--- src/rtl/seq_shift_add_multiplier_pkg.sv ---
// Shared types and defaults for the sequential shift-add multiplier.
// Optional signed mode is selected in the top module by SEQ_MULT_SIGNED_EN.
package seq_shift_add_multiplier_pkg;

  typedef enum logic [1:0] {
    IDLE,
    MULTIPLY,
    READY
  } mult_state_t;

  localparam int MULT_DW_DEFAULT = 16;

  // Bit-counter width for a DW-step multiply; a 1-bit counter is the floor.
  function automatic int mult_cnt_width(input int dw);
    return (dw > 1) ? $clog2(dw) : 1;
  endfunction

endpackage

--- src/rtl/seq_shift_add_multiplier_if.sv ---
// Request/result bundle between a multiply requester (master) and the multiplier (slave).
interface seq_shift_add_multiplier_if
  import seq_shift_add_multiplier_pkg::*;
#(
  parameter int DW = MULT_DW_DEFAULT
) ();

  logic              start;
  logic [DW-1:0]     multiplicand;
  logic [DW-1:0]     multiplier;
  logic [2*DW-1:0]   product;
  logic              busy;
  logic              ready;
  logic              done;

  modport master (
    output start,
    output multiplicand,
    output multiplier,
    input  product,
    input  busy,
    input  ready,
    input  done
  );

  modport slave (
    input  start,
    input  multiplicand,
    input  multiplier,
    output product,
    output busy,
    output ready,
    output done
  );

endinterface

--- src/rtl/seq_shift_add_multiplier_mult_bit_counter.sv ---
// Step counter for the multiplier: cleared on an accepted start, counts while
// enabled, and wraps to 0 after its terminal value DW-1.
module mult_bit_counter
  import seq_shift_add_multiplier_pkg::*;
#(
  parameter int DW = MULT_DW_DEFAULT
) (
  input  logic clk,
  input  logic rst,
  input  logic clear,
  input  logic en,
  output logic terminal
);

  localparam int CNT_W = mult_cnt_width(DW);

  logic [CNT_W-1:0] count;

  assign terminal = (count == CNT_W'(DW - 1));

  // NOTE: sequential state uses non-blocking assignments so every register
  // samples pre-edge values, regardless of block ordering in simulation.
  always_ff @(posedge clk or posedge rst) begin
    if (rst) begin
      count <= '0;
    end else if (clear) begin
      count <= '0;
    end else if (en) begin
      count <= terminal ? '0 : count + 1'b1;
    end
  end

endmodule

--- src/rtl/seq_shift_add_multiplier.sv ---
// Sequential shift-add multiplier: one multiplier bit per clock, DW-cycle latency,
// held product with ready/done. Define SEQ_MULT_SIGNED_EN for two's-complement operands.
module seq_shift_add_multiplier
  import seq_shift_add_multiplier_pkg::*;
#(
  parameter int DW = MULT_DW_DEFAULT
) (
  input  logic                       clk,
  input  logic                       rst,
  seq_shift_add_multiplier_if.slave  bus
);

  localparam int PW = 2 * DW;

  mult_state_t      state;
  logic [DW-1:0]    a_q;
  logic [DW-1:0]    b_q;
  logic [PW-1:0]    acc_q;
  logic [PW-1:0]    product_q;
  logic             busy_q;
  logic             ready_q;
  logic             done_q;

  logic             accept;
  logic             last_step;
  logic [DW-1:0]    a_load;
  logic [DW-1:0]    b_load;
  logic [DW-1:0]    addend;
  logic [DW:0]      sum;
  logic [PW-1:0]    acc_next;
  logic [PW-1:0]    result;
  logic             unused_acc_lsb;

`ifdef SEQ_MULT_SIGNED_EN
  logic             sign_q;
  logic             sign_load;
`endif

  assign accept = bus.start && ((state == IDLE) || (state == READY));

  mult_bit_counter #(
    .DW (DW)
  ) u_bit_counter (
    .clk      (clk),
    .rst      (rst),
    .clear    (accept),
    .en       (state == MULTIPLY),
    .terminal (last_step)
  );

  // Operand conditioning at acceptance; magnitudes fit DW bits even for -2^(DW-1).
`ifdef SEQ_MULT_SIGNED_EN
  always_comb begin
    a_load    = bus.multiplicand;
    b_load    = bus.multiplier;
    sign_load = bus.multiplicand[DW-1] ^ bus.multiplier[DW-1];
    if (bus.multiplicand[DW-1]) a_load = ~bus.multiplicand + 1'b1;
    if (bus.multiplier[DW-1])   b_load = ~bus.multiplier + 1'b1;
  end
`else
  assign a_load = bus.multiplicand;
  assign b_load = bus.multiplier;
`endif

  // NOTE: every always_comb output gets a default first so no path leaves a
  // variable unassigned, which would infer a latch.
  always_comb begin
    addend = '0;
    if (b_q[0]) addend = a_q;
    sum      = {1'b0, acc_q[PW-1:DW]} + {1'b0, addend};
    acc_next = {sum, acc_q[DW-1:1]};
  end

  // The bit shifted out of the accumulator each step is discarded by design.
  assign unused_acc_lsb = acc_q[0];

`ifdef SEQ_MULT_SIGNED_EN
  assign result = sign_q ? (~acc_next + 1'b1) : acc_next;
`else
  assign result = acc_next;
`endif

  // NOTE: the asynchronous reset clears every register, operands and
  // accumulator included, so an aborted multiply leaves no residue.
  always_ff @(posedge clk or posedge rst) begin
    if (rst) begin
      state     <= IDLE;
      a_q       <= '0;
      b_q       <= '0;
      acc_q     <= '0;
      product_q <= '0;
      busy_q    <= 1'b0;
      ready_q   <= 1'b0;
      done_q    <= 1'b0;
`ifdef SEQ_MULT_SIGNED_EN
      sign_q    <= 1'b0;
`endif
    end else begin
      done_q <= 1'b0;
      case (state)
        IDLE, READY: begin
          if (bus.start) begin
            a_q     <= a_load;
            b_q     <= b_load;
            acc_q   <= '0;
            busy_q  <= 1'b1;
            ready_q <= 1'b0;
            state   <= MULTIPLY;
`ifdef SEQ_MULT_SIGNED_EN
            sign_q  <= sign_load;
`endif
          end
        end
        MULTIPLY: begin
          acc_q <= acc_next;
          b_q   <= b_q >> 1;
          if (last_step) begin
            product_q <= result;
            busy_q    <= 1'b0;
            ready_q   <= 1'b1;
            done_q    <= 1'b1;
            state     <= READY;
          end
        end
        default: state <= IDLE;
      endcase
    end
  end

  assign bus.product = product_q;
  assign bus.busy    = busy_q;
  assign bus.ready   = ready_q;
  assign bus.done    = done_q;

endmodule

--- src/flat_wrapper.sv ---
// flat-port wrapper written by rule: the top's interface ports become plain ports
module seq_shift_add_multiplier_flat import seq_shift_add_multiplier_pkg::*;
#(
  parameter int DW = MULT_DW_DEFAULT
)
  (clk, rst, bus_start, bus_multiplicand, bus_multiplier, bus_product, bus_busy, bus_ready, bus_done);
  seq_shift_add_multiplier_if #(.DW(DW)) bus_i ();
  input  logic clk;
  input  logic rst;
  input wire logic [$bits(bus_i.start)-1:0] bus_start;
  input wire logic [$bits(bus_i.multiplicand)-1:0] bus_multiplicand;
  input wire logic [$bits(bus_i.multiplier)-1:0] bus_multiplier;
  output wire logic [$bits(bus_i.product)-1:0] bus_product;
  output wire logic [$bits(bus_i.busy)-1:0] bus_busy;
  output wire logic [$bits(bus_i.ready)-1:0] bus_ready;
  output wire logic [$bits(bus_i.done)-1:0] bus_done;
  assign bus_i.start = bus_start;
  assign bus_i.multiplicand = bus_multiplicand;
  assign bus_i.multiplier = bus_multiplier;
  assign bus_product = bus_i.product;
  assign bus_busy = bus_i.busy;
  assign bus_ready = bus_i.ready;
  assign bus_done = bus_i.done;
  seq_shift_add_multiplier #(.DW(DW)) u_core (.clk(clk), .rst(rst), .bus(bus_i));
endmodule
--- config.mk ---
export PLATFORM = sky130hd
export DESIGN_NAME = seq_shift_add_multiplier_flat
export DESIGN_NICKNAME = d
export VERILOG_FILES = /design/src/rtl/seq_shift_add_multiplier_pkg.sv /design/src/rtl/seq_shift_add_multiplier_if.sv /design/src/rtl/seq_shift_add_multiplier_mult_bit_counter.sv /design/src/rtl/seq_shift_add_multiplier.sv /design/src/flat_wrapper.sv
export SDC_FILE = /design/constraint.sdc
export NUM_CORES = 1
export LEC_CHECK = 0
export CAP_MARGIN = 0
export CORE_UTILIZATION = 30
export DETAILED_ROUTE_END_ITERATION = 8
export PLACE_DENSITY_LB_ADDON = 0.15
export SYNTH_ARGS = -nofsm -noshare
export SYNTH_HDL_FRONTEND = slang
export SYNTH_SLANG_ARGS = --single-unit
--- constraint.sdc ---
create_clock -name clk -period 4.7 [get_ports clk]
set_input_delay 0.94 -clock clk [delete_from_list [all_inputs] [get_ports clk]]
set_output_delay 0.94 -clock clk [all_outputs]
set_load 0.005 [all_outputs]
== Word level (Yosys, flattened, before mapping) ==
Index checks and enable logic that the tools add are counted.

* Equality and inequality tests: 5
* Reduce and logical (&&, ||, !) cells: 11
* Mux-type cells: 19
* $add $sub $neg: 2

{| class="wikitable"
|+ Operator list
! operator !! count
|-
| one-hot mux 32 bit (2 select lines) || 1
|-
| 2-to-1 mux 16 bit || 2
|-
| 2-to-1 mux 32 bit || 1
|-
| one-hot mux 16 bit (2 select lines) || 1
|-
| adder 16 x 16 -> 17 bit || 1
|-
| 2-to-1 mux 4 bit || 3
|-
| AND reduction 2 bit || 4
|-
| 2-to-1 mux 1 bit || 6
|-
| adder 4 x 1 -> 4 bit (second input constant) || 1
|-
| == test 4 bit (second input constant) || 1
|-
| 2-to-1 mux 2 bit || 2
|-
| one-hot mux 1 bit (2 select lines) || 2
|-
| one-hot mux 2 bit (2 select lines) || 1
|-
| nonzero test 2 bit || 2
|-
| AND reduction 3 bit || 1
|-
| == test 2 x 1 -> 1 bit (second input constant) || 1
|-
| == test 2 bit (second input constant) || 1
|-
| logical NOT 2 bit || 1
|-
| != test 2 x 1 -> 1 bit (second input constant) || 1
|-
| != test 2 bit (second input constant) || 1
|-
| OR reduction 2 bit || 1
|-
| logical AND 1 bit || 1
|-
| logical OR 1 bit || 1
|}

* Register bits: 105
* Output and inout bits: 35
* Bits of input ports: 35
* Logic and storage cells: 46

== Depth between registers and ports, before layout ==
Gate-level depths: netlist of the first run.

* Depth after elaboration: 4
* Depth in mapped cells: 9
* Gate-level depth less buffers: 8

== By module ==
From an unflattened synthesis of the first run, not the netlist that was laid out.

* Cell total of the unflattened synthesis: 551
* Area, all modules: 5002.3 µm²

{| class="wikitable"
|+ Modules (own cells, without submodules)
! module !! sequential area each (µm²) !! times used !! cells an instance !! area each (µm²)
|-
| seq_shift_add_multiplier || 2502.4 || 1 || 530 || 4792.1
|-
| mult_bit_counter || 100.1 || 1 || 21 || 210.2
|}

== Worst setup path after synthesis of the first run ==
No wires, ideal clock.

* Kind: register to register
* From: register u_core.b_q[0]
* To: register u_core.acc_q[27]
* Setup slack: 2209 ps
* Arrival time: 2370 ps
* Library setup time: 121 ps
* Period minus slack after synthesis: 2491 ps
* Stages on the path, launching flop included: 9
* Cells stage by stage: dfrtp_1 -> and2_1 -> ha_1 -> fa_1 -> a211oi_2 -> o21bai_2 -> o21a_4 -> or3_1 -> a32o_2

* Longest elaborated chain between the ends: 3

{| class="wikitable"
|+ RTL lines
! element !! line !! source
|-
| from (decl) || seq_shift_add_multiplier.sv:17 || <nowiki>logic [DW-1:0] b_q;</nowiki>
|-
| from (signal assigned) || seq_shift_add_multiplier.sv:104 || <nowiki>b_q <= b_load;</nowiki>
|-
| from (signal assigned) || seq_shift_add_multiplier.sv:116 || <nowiki>b_q <= b_q >> 1;</nowiki>
|-
| 2-to-1 mux 16 bit || seq_shift_add_multiplier.sv:69 || <nowiki>if (b_q[0]) addend = a_q;</nowiki>
|-
| adder 16 x 16 -> 17 bit || seq_shift_add_multiplier.sv:70 || <nowiki>sum = {1'b0, acc_q[PW-1:DW]} + {1'b0, addend};</nowiki>
|-
| one-hot mux 32 bit (2 select lines) || seq_shift_add_multiplier.sv:100 || <nowiki>case (state)</nowiki>
|-
| to (signal assigned) || seq_shift_add_multiplier.sv:115 || <nowiki>acc_q <= acc_next;</nowiki>
|-
| to (decl) || seq_shift_add_multiplier.sv:18 || <nowiki>logic [PW-1:0] acc_q;</nowiki>
|}

No other way between the ends.
A chain may end at the register's enable or synchronous reset.

== Worst setup path after layout of the first run ==
Ends and elaborated chain as after synthesis.

==> flow_summary.json, run 1 <==
{
  "arrival_ns": 3.13,
  "async_reset_ff_frac": 1.00,
  "chipHeight_um": 133,
  "regToRegEndpoint": "u_core.acc_q[27]",
  "final_cell_mix": "nand2_1, dfrtp_1, clkdlybuf4s50_1",
  "grt_max_degree": 77,
  "dp.final_hpwl_mm": 7.95,
  "postLayoutCoreUtil": 0.382,
  "area_growth_pct": 23.8,
  "yosysSeqAreaShare": 0.509,
  "synth.avg_cell_area_um2": 9.38,
  "rsz0062_at_grt": "no",
  "nFillCells": 1705,
  "start_util": 0.308,
  "status": "finished, final reports clean",
  "period_share": 0.615,
  "cts_hold_buf": 0,
  "slew_violations": 0,
  "final_common_cell": "nand2_1",
  "hold_path_depth": 2,
  "viasPerCell": 4.80,
  "grt_pass1_vias": 3928,
  "hp-class": "reg2reg",
  "instances_no_fill": 825,
  "ant_nets": 0,
  "crit_chain": "and2_1, ha_1, fa_1, a211oi_2, o21bai_2, o21a_4, or3_1, a32o_2",
  "synth_ff_type": "dfrtp_1",
  "synth_edf_count": 0,
  "multi_input_area_um2": 2350,
  "drt_pass1_iterations": 4,
  "drive_above_1_share": 0.0711,
  "crit_slowest_cell": "dfrtp_1",
  "seq_area_um2": 2600,
  "drtIter0Drc": 208,
  "cts.htree.levels": 3,
  "hp-start": "u_core.bus.product[1]",
  "wirelength_mm": 11.9,
  "wire_per_inst_um": 14.4,
  "cp-start-kind": "flop",
  "holdPathEnd": "u_core.bus.product[1]",
  "io_buffers": 69,
  "clockBufferDepth": 2,
  "cts_setup_buffers": 0,
  "fin_crit_ns": 2.89,
  "setup_viol": 0,
  "synth_fp_nets": 598,
  "cts_buffers": 9,
  "crit-reg2reg-launch": "u_core.b_q[0]",
  "post-place-cells": 809,
  "grt_pass1_wl_mm": 20.4,
  "cts_root_buf": "clkbuf_16",
  "netlist_instances": 545,
  "netlist-cell-type-count": 57,
  "overflow": 0,
  "p_leak_uw": 0.00294,
  "dieArea_um2": 17600,
  "netlist_area_um2": 5110,
  "antenna_found_initial": 0,
  "cts_tree": "done",
  "critPathMaxFanout": 17,
  "r2r_cells": 8,
  "place_congestion": 0.815,
  "layout.nets": 653,
  "setup_tns_ns": 0,
  "grt_use_total": 0.146,
  "max_stage_delay_ns": 0.57,
  "max_slew_margin": 0.350,
  "die-width_um": 133,
  "worstSetupEndpointType": "flop",
  "power_density_nw_per_um2": 738,
  "cts_resized": 0,
  "worstPathRequired_ns": 4.94,
  "crit_type": "reg2reg",
  "row_count": 47,
  "max_cap_viol_count": 0,
  "yosysWarnings": 0,
  "fin_skew_ns": 0.00778,
  "hold_viol": 0,
  "ys_ff_latch": 104,
  "path_clk_slew_ns": 0.07,
  "num_vias": 3964,
  "r2r_slack_ns": 1.81,
  "core_area_um2": 16600,
  "cts_sinks": 104,
  "timing.fmax_mhz": 346,
  "io_pins": 70,
  "worstMarginPinSlew_ns": 0.974,
  "clock_latency_ns": 0.35,
  "antenna_cells": 0,
  "max-vdd-ir-drop_v": 0.000257,
  "drc": 0
}
registers in the layout, indices dropped and copies added (netlist names):
| register | flops |
|---|---|
| u_core.bus.product | 32 |
| u_core.acc_q | 31 |
| u_core.a_q | 16 |
| u_core.b_q | 16 |
| u_core.u_bit_counter.count | 4 |
| u_core.state | 2 |
| u_core.bus.busy | 1 |
| u_core.bus.done | 1 |
| u_core.bus.ready | 1 |
area by class of cell:
class                           count  share of cell area
Inverter                            6             0.00395
Tap cell                          220              0.0435
Clock inverter                      5              0.0134
Multi-Input combinational cell    402               0.371
Timing Repair Buffer               77               0.119
Clock buffer                       11              0.0384
Sequential cell                   104               0.411
through the flow:
stage | setup slack (ns) | total power (uW) | hold slack [ns] | area, um2
final | 1.81 | 4670 | 0.472 | 6330
after global routing | 1.66 | 5070 | 0.493 | 6330
after CTS | 1.80 | 4720 | 0.480 | 6330
after detailed placement | 1.81 | 3870 | 0.460 | 6000
after global placement | 1.91 | 3820 | 0.456 | 6000
after floorplan | 1.03 | 3170 | 0.437 | 5110
report_power, final:
part | switching, uW | internal, uW | total (uW)
logic | 1240 | 1040 | 2280
registers | 261 | 1300 | 1560
clock network | 345 | 486 | 831
total | 1840 | 2830 | 4670
critical path, delay by kind of cell (launching register included):
| kind | cells | cell delay [ns] |
|---|---|---|
| flip-flops | 1 | 0.57 |
| AO/OA/AOI/OAI | 4 | 0.93 |
| adder cells (fa/ha/maj) | 2 | 0.69 |
| AND/OR/NAND/NOR | 2 | 0.59 |
cell families (layout without fill, tap and decap cells):
group                    count (synthesis)  after routing  synth area share
adder cells (fa/ha/maj)                 18             18            0.0455
AO/OA/AOI/OAI                          120            120             0.179
flip-flops                             104            104             0.509
buffers and inverters                   39             99            0.0333
AND/OR/NAND/NOR                        251            251             0.209
XOR/XNOR                                 8              8            0.0137
multiplexers                             5              5            0.0105
synthesized netlist by cell type (all sizes together) (3+ instances only):
master | instances | area, um2
a22o | 24 | 210
buf | 13 | 72.6
mux2 | 3 | 33.8
nand3 | 10 | 50.1
nand2b | 3 | 18.8
o31ai | 4 | 30.0
ha | 17 | 213
nor3 | 5 | 25.0
xor2 | 3 | 26.3
o211ai | 4 | 30.0
dfrtp | 104 | 2600
clkbuf | 20 | 75.1
o21a | 4 | 38.8
and2 | 19 | 119
a21o | 5 | 38.8
o21ai | 19 | 110
nor2 | 29 | 109
a31oi | 15 | 93.8
xnor2 | 5 | 43.8
a211oi | 5 | 47.5
a211o | 8 | 70.1
nand4 | 8 | 50.1
nand2 | 166 | 623
a21oi | 19 | 121
inv | 6 | 22.5
worst max path at each step:
| stage | cells past startpoint | from | end | slack, ns |
|---|---|---|---|---|
| finish | 8 | u_core.b_q[0] | u_core.acc_q[27] | 1.81 |
| global route | 8 | u_core.b_q[0] | u_core.acc_q[27] | 1.66 |
| CTS | 8 | u_core.b_q[0] | u_core.acc_q[27] | 1.80 |
| detailed placement | 8 | u_core.b_q[0] | u_core.acc_q[27] | 1.81 |
| global placement | 8 | u_core.b_q[0] | u_core.acc_q[27] | 1.91 |
| floorplan | 1 | rst | u_core.a_q[0] | 1.03 |
layer usage:
layer  part of all wire  routed length, um  GRT usage
met2               0.46               5490      0.233
met4              0.011                131     0.0434
met1               0.49               5820      0.198
met5                  0                  0          0
met3              0.034                408     0.0299
Note: power is estimated with default switching activity, not from simulation.
==> run 2: changes to the inputs <==
==> constraint.sdc (replaced) <==
create_clock -name clk -period 2.6 [get_ports clk]
set_input_delay 0.52 -clock clk [delete_from_list [all_inputs] [get_ports clk]]
set_output_delay 0.52 -clock clk [all_outputs]
set_load 0.005 [all_outputs]
==> run 2 against run 1 <==
  * Combinational power is 84% higher
  * Critical path type unchanged
  * Final cell count rose by 0.73%
  * Total power rose by 82%
  * Largest cell class unchanged
  * Fmax grew 18%
==> flow_summary.json, run 2 (same netlist as run 1, synthesis figures left out) <==
{
  "status": "finished, final reports clean",
  "timing.fmax_mhz": 408,
  "viasPerCell": 4.82,
  "row_count": 47,
  "post-place-cells": 815,
  "critPathMaxFanout": 14,
  "max-vdd-ir-drop_v": 0.000456,
  "place_congestion": 0.845,
  "crit_type": "reg2reg",
  "cp-start-kind": "flop",
  "dieArea_um2": 17600,
  "fin_crit_ns": 2.45,
  "wirelength_mm": 11.9,
  "drt_pass1_iterations": 5,
  "p_leak_uw": 0.00297,
  "setup_tns_ns": 0,
  "fin_skew_ns": 0.00972,
  "area_growth_pct": 25.0,
  "start_util": 0.308,
  "max_cap_viol_count": 0,
  "arrival_ns": 2.69,
  "overflow": 0,
  "grt_use_total": 0.146,
  "cts_hold_buf": 0,
  "drive_above_1_share": 0.0835,
  "period_share": 0.943,
  "cts_root_buf": "clkbuf_16",
  "slew_violations": 0,
  "hp-class": "reg2reg",
  "hold_viol": 0,
  "final_cell_mix": "nand2_1, dfrtp_1, clkdlybuf4s50_1",
  "grt_pass1_wl_mm": 20.2,
  "cts_tree": "done",
  "antenna_found_initial": 0,
  "io_pins": 70,
  "setup_viol": 0,
  "final_common_cell": "nand2_1",
  "die-width_um": 133,
  "antenna_cells": 0,
  "power_density_nw_per_um2": 1330,
  "layout.nets": 659,
  "grt_max_degree": 105,
  "chipHeight_um": 133,
  "cts_sinks": 104,
  "core_area_um2": 16600,
  "cts_setup_buffers": 0,
  "io_buffers": 69,
  "instances_no_fill": 831,
  "wire_per_inst_um": 14.3,
  "rsz0062_at_grt": "no",
  "largest_register_ffs": 32,
  "cts.htree.levels": 3,
  "clock_latency_ns": 0.35,
  "dp.final_hpwl_mm": 8.15,
  "cts_resized": 0,
  "drc": 0,
  "placed_area_um2": 6060,
  "worstMarginPinSlew_ns": 0.542,
  "path_clk_slew_ns": 0.07,
  "worstPathRequired_ns": 2.84,
  "nFillCells": 1689,
  "num_vias": 4004,
  "ant_nets": 0,
  "cts_buffers": 9,
  "stdcell_area_um2": 6390,
  "clockBufferDepth": 2,
  "worstSetupEndpointType": "flop",
  "drtIter0Drc": 233,
  "r2r_slack_ns": 0.15,
  "grt_pass1_vias": 3977,
  "max_slew_margin": 0.639
}
==> run 2: stage by stage <==
stage	hold slack, ns	power, uW	setup slack [ns]	util
after floorplan	0.437	5730	0.109	-
after global placement	0.455	6960	0.0692	0.365
after detailed placement	0.461	7050	0.0271	0.365
after CTS	0.478	8580	0.0252	0.385
after global routing	0.498	9240	0.0202	0.385
final	0.471	8480	0.148	0.385
==> run 2: path summary, 6_finish.rpt <==
kind	endpoint	cells after the start	from
setup / recovery	u_core.acc_q[27]	8	u_core.b_q[0]
hold / removal	u_core.a_q[13]	2	u_core.a_q[13]
setup reg to reg	u_core.acc_q[27]	8	u_core.b_q[0]
hold reg to reg	u_core.a_q[13]	2	u_core.a_q[13]
max in group asynchronous	u_core.bus.product[31]	3	rst
min in group asynchronous	u_core.bus.product[16]	3	rst
==> run 2: area by class of cell <==
| cell class | count | area [um2] | share of cell area |
|---|---|---|---|
| Inverter | 6 | 26.3 | 0.00411 |
| Timing Repair Buffer | 83 | 808 | 0.126 |
| Clock buffer | 11 | 243 | 0.0380 |
| Multi-Input combinational cell | 402 | 2350 | 0.368 |
| Clock inverter | 5 | 85.1 | 0.0133 |
| Sequential cell | 104 | 2600 | 0.407 |
| Tap cell | 220 | 275 | 0.0431 |
==> run 2: where the power goes <==
| group | switching, uW | total, uW | leakage (uW) | internal (uW) |
|---|---|---|---|---|
| clock network | 617 | 1490 | 0.000157 | 878 |
| logic | 2250 | 4190 | 0.00150 | 1940 |
| registers | 457 | 2800 | 0.00131 | 2350 |
| total | 3320 | 8480 | 0.00297 | 5160 |
==> run 2: metal layers <==
metal / vias up / GRT usage / share of wire
li1: 2018 / - / -
met1: 1892 / 0.196 / 0.49
met2: 84 / 0.232 / 0.45
met3: 10 / 0.0345 / 0.045
met4: 0 / 0.0441 / 0.013
met5: - / 0 / 0
==> run 2: critical path, stage by stage (launching register included) <==
cell      delay (ns)
dfrtp_1         0.40
buf_4           0.19
and2_1          0.17
ha_1            0.38
a21oi_4         0.21
o21bai_1        0.09
a21o_1          0.25
or3_1           0.39
a32o_2          0.27
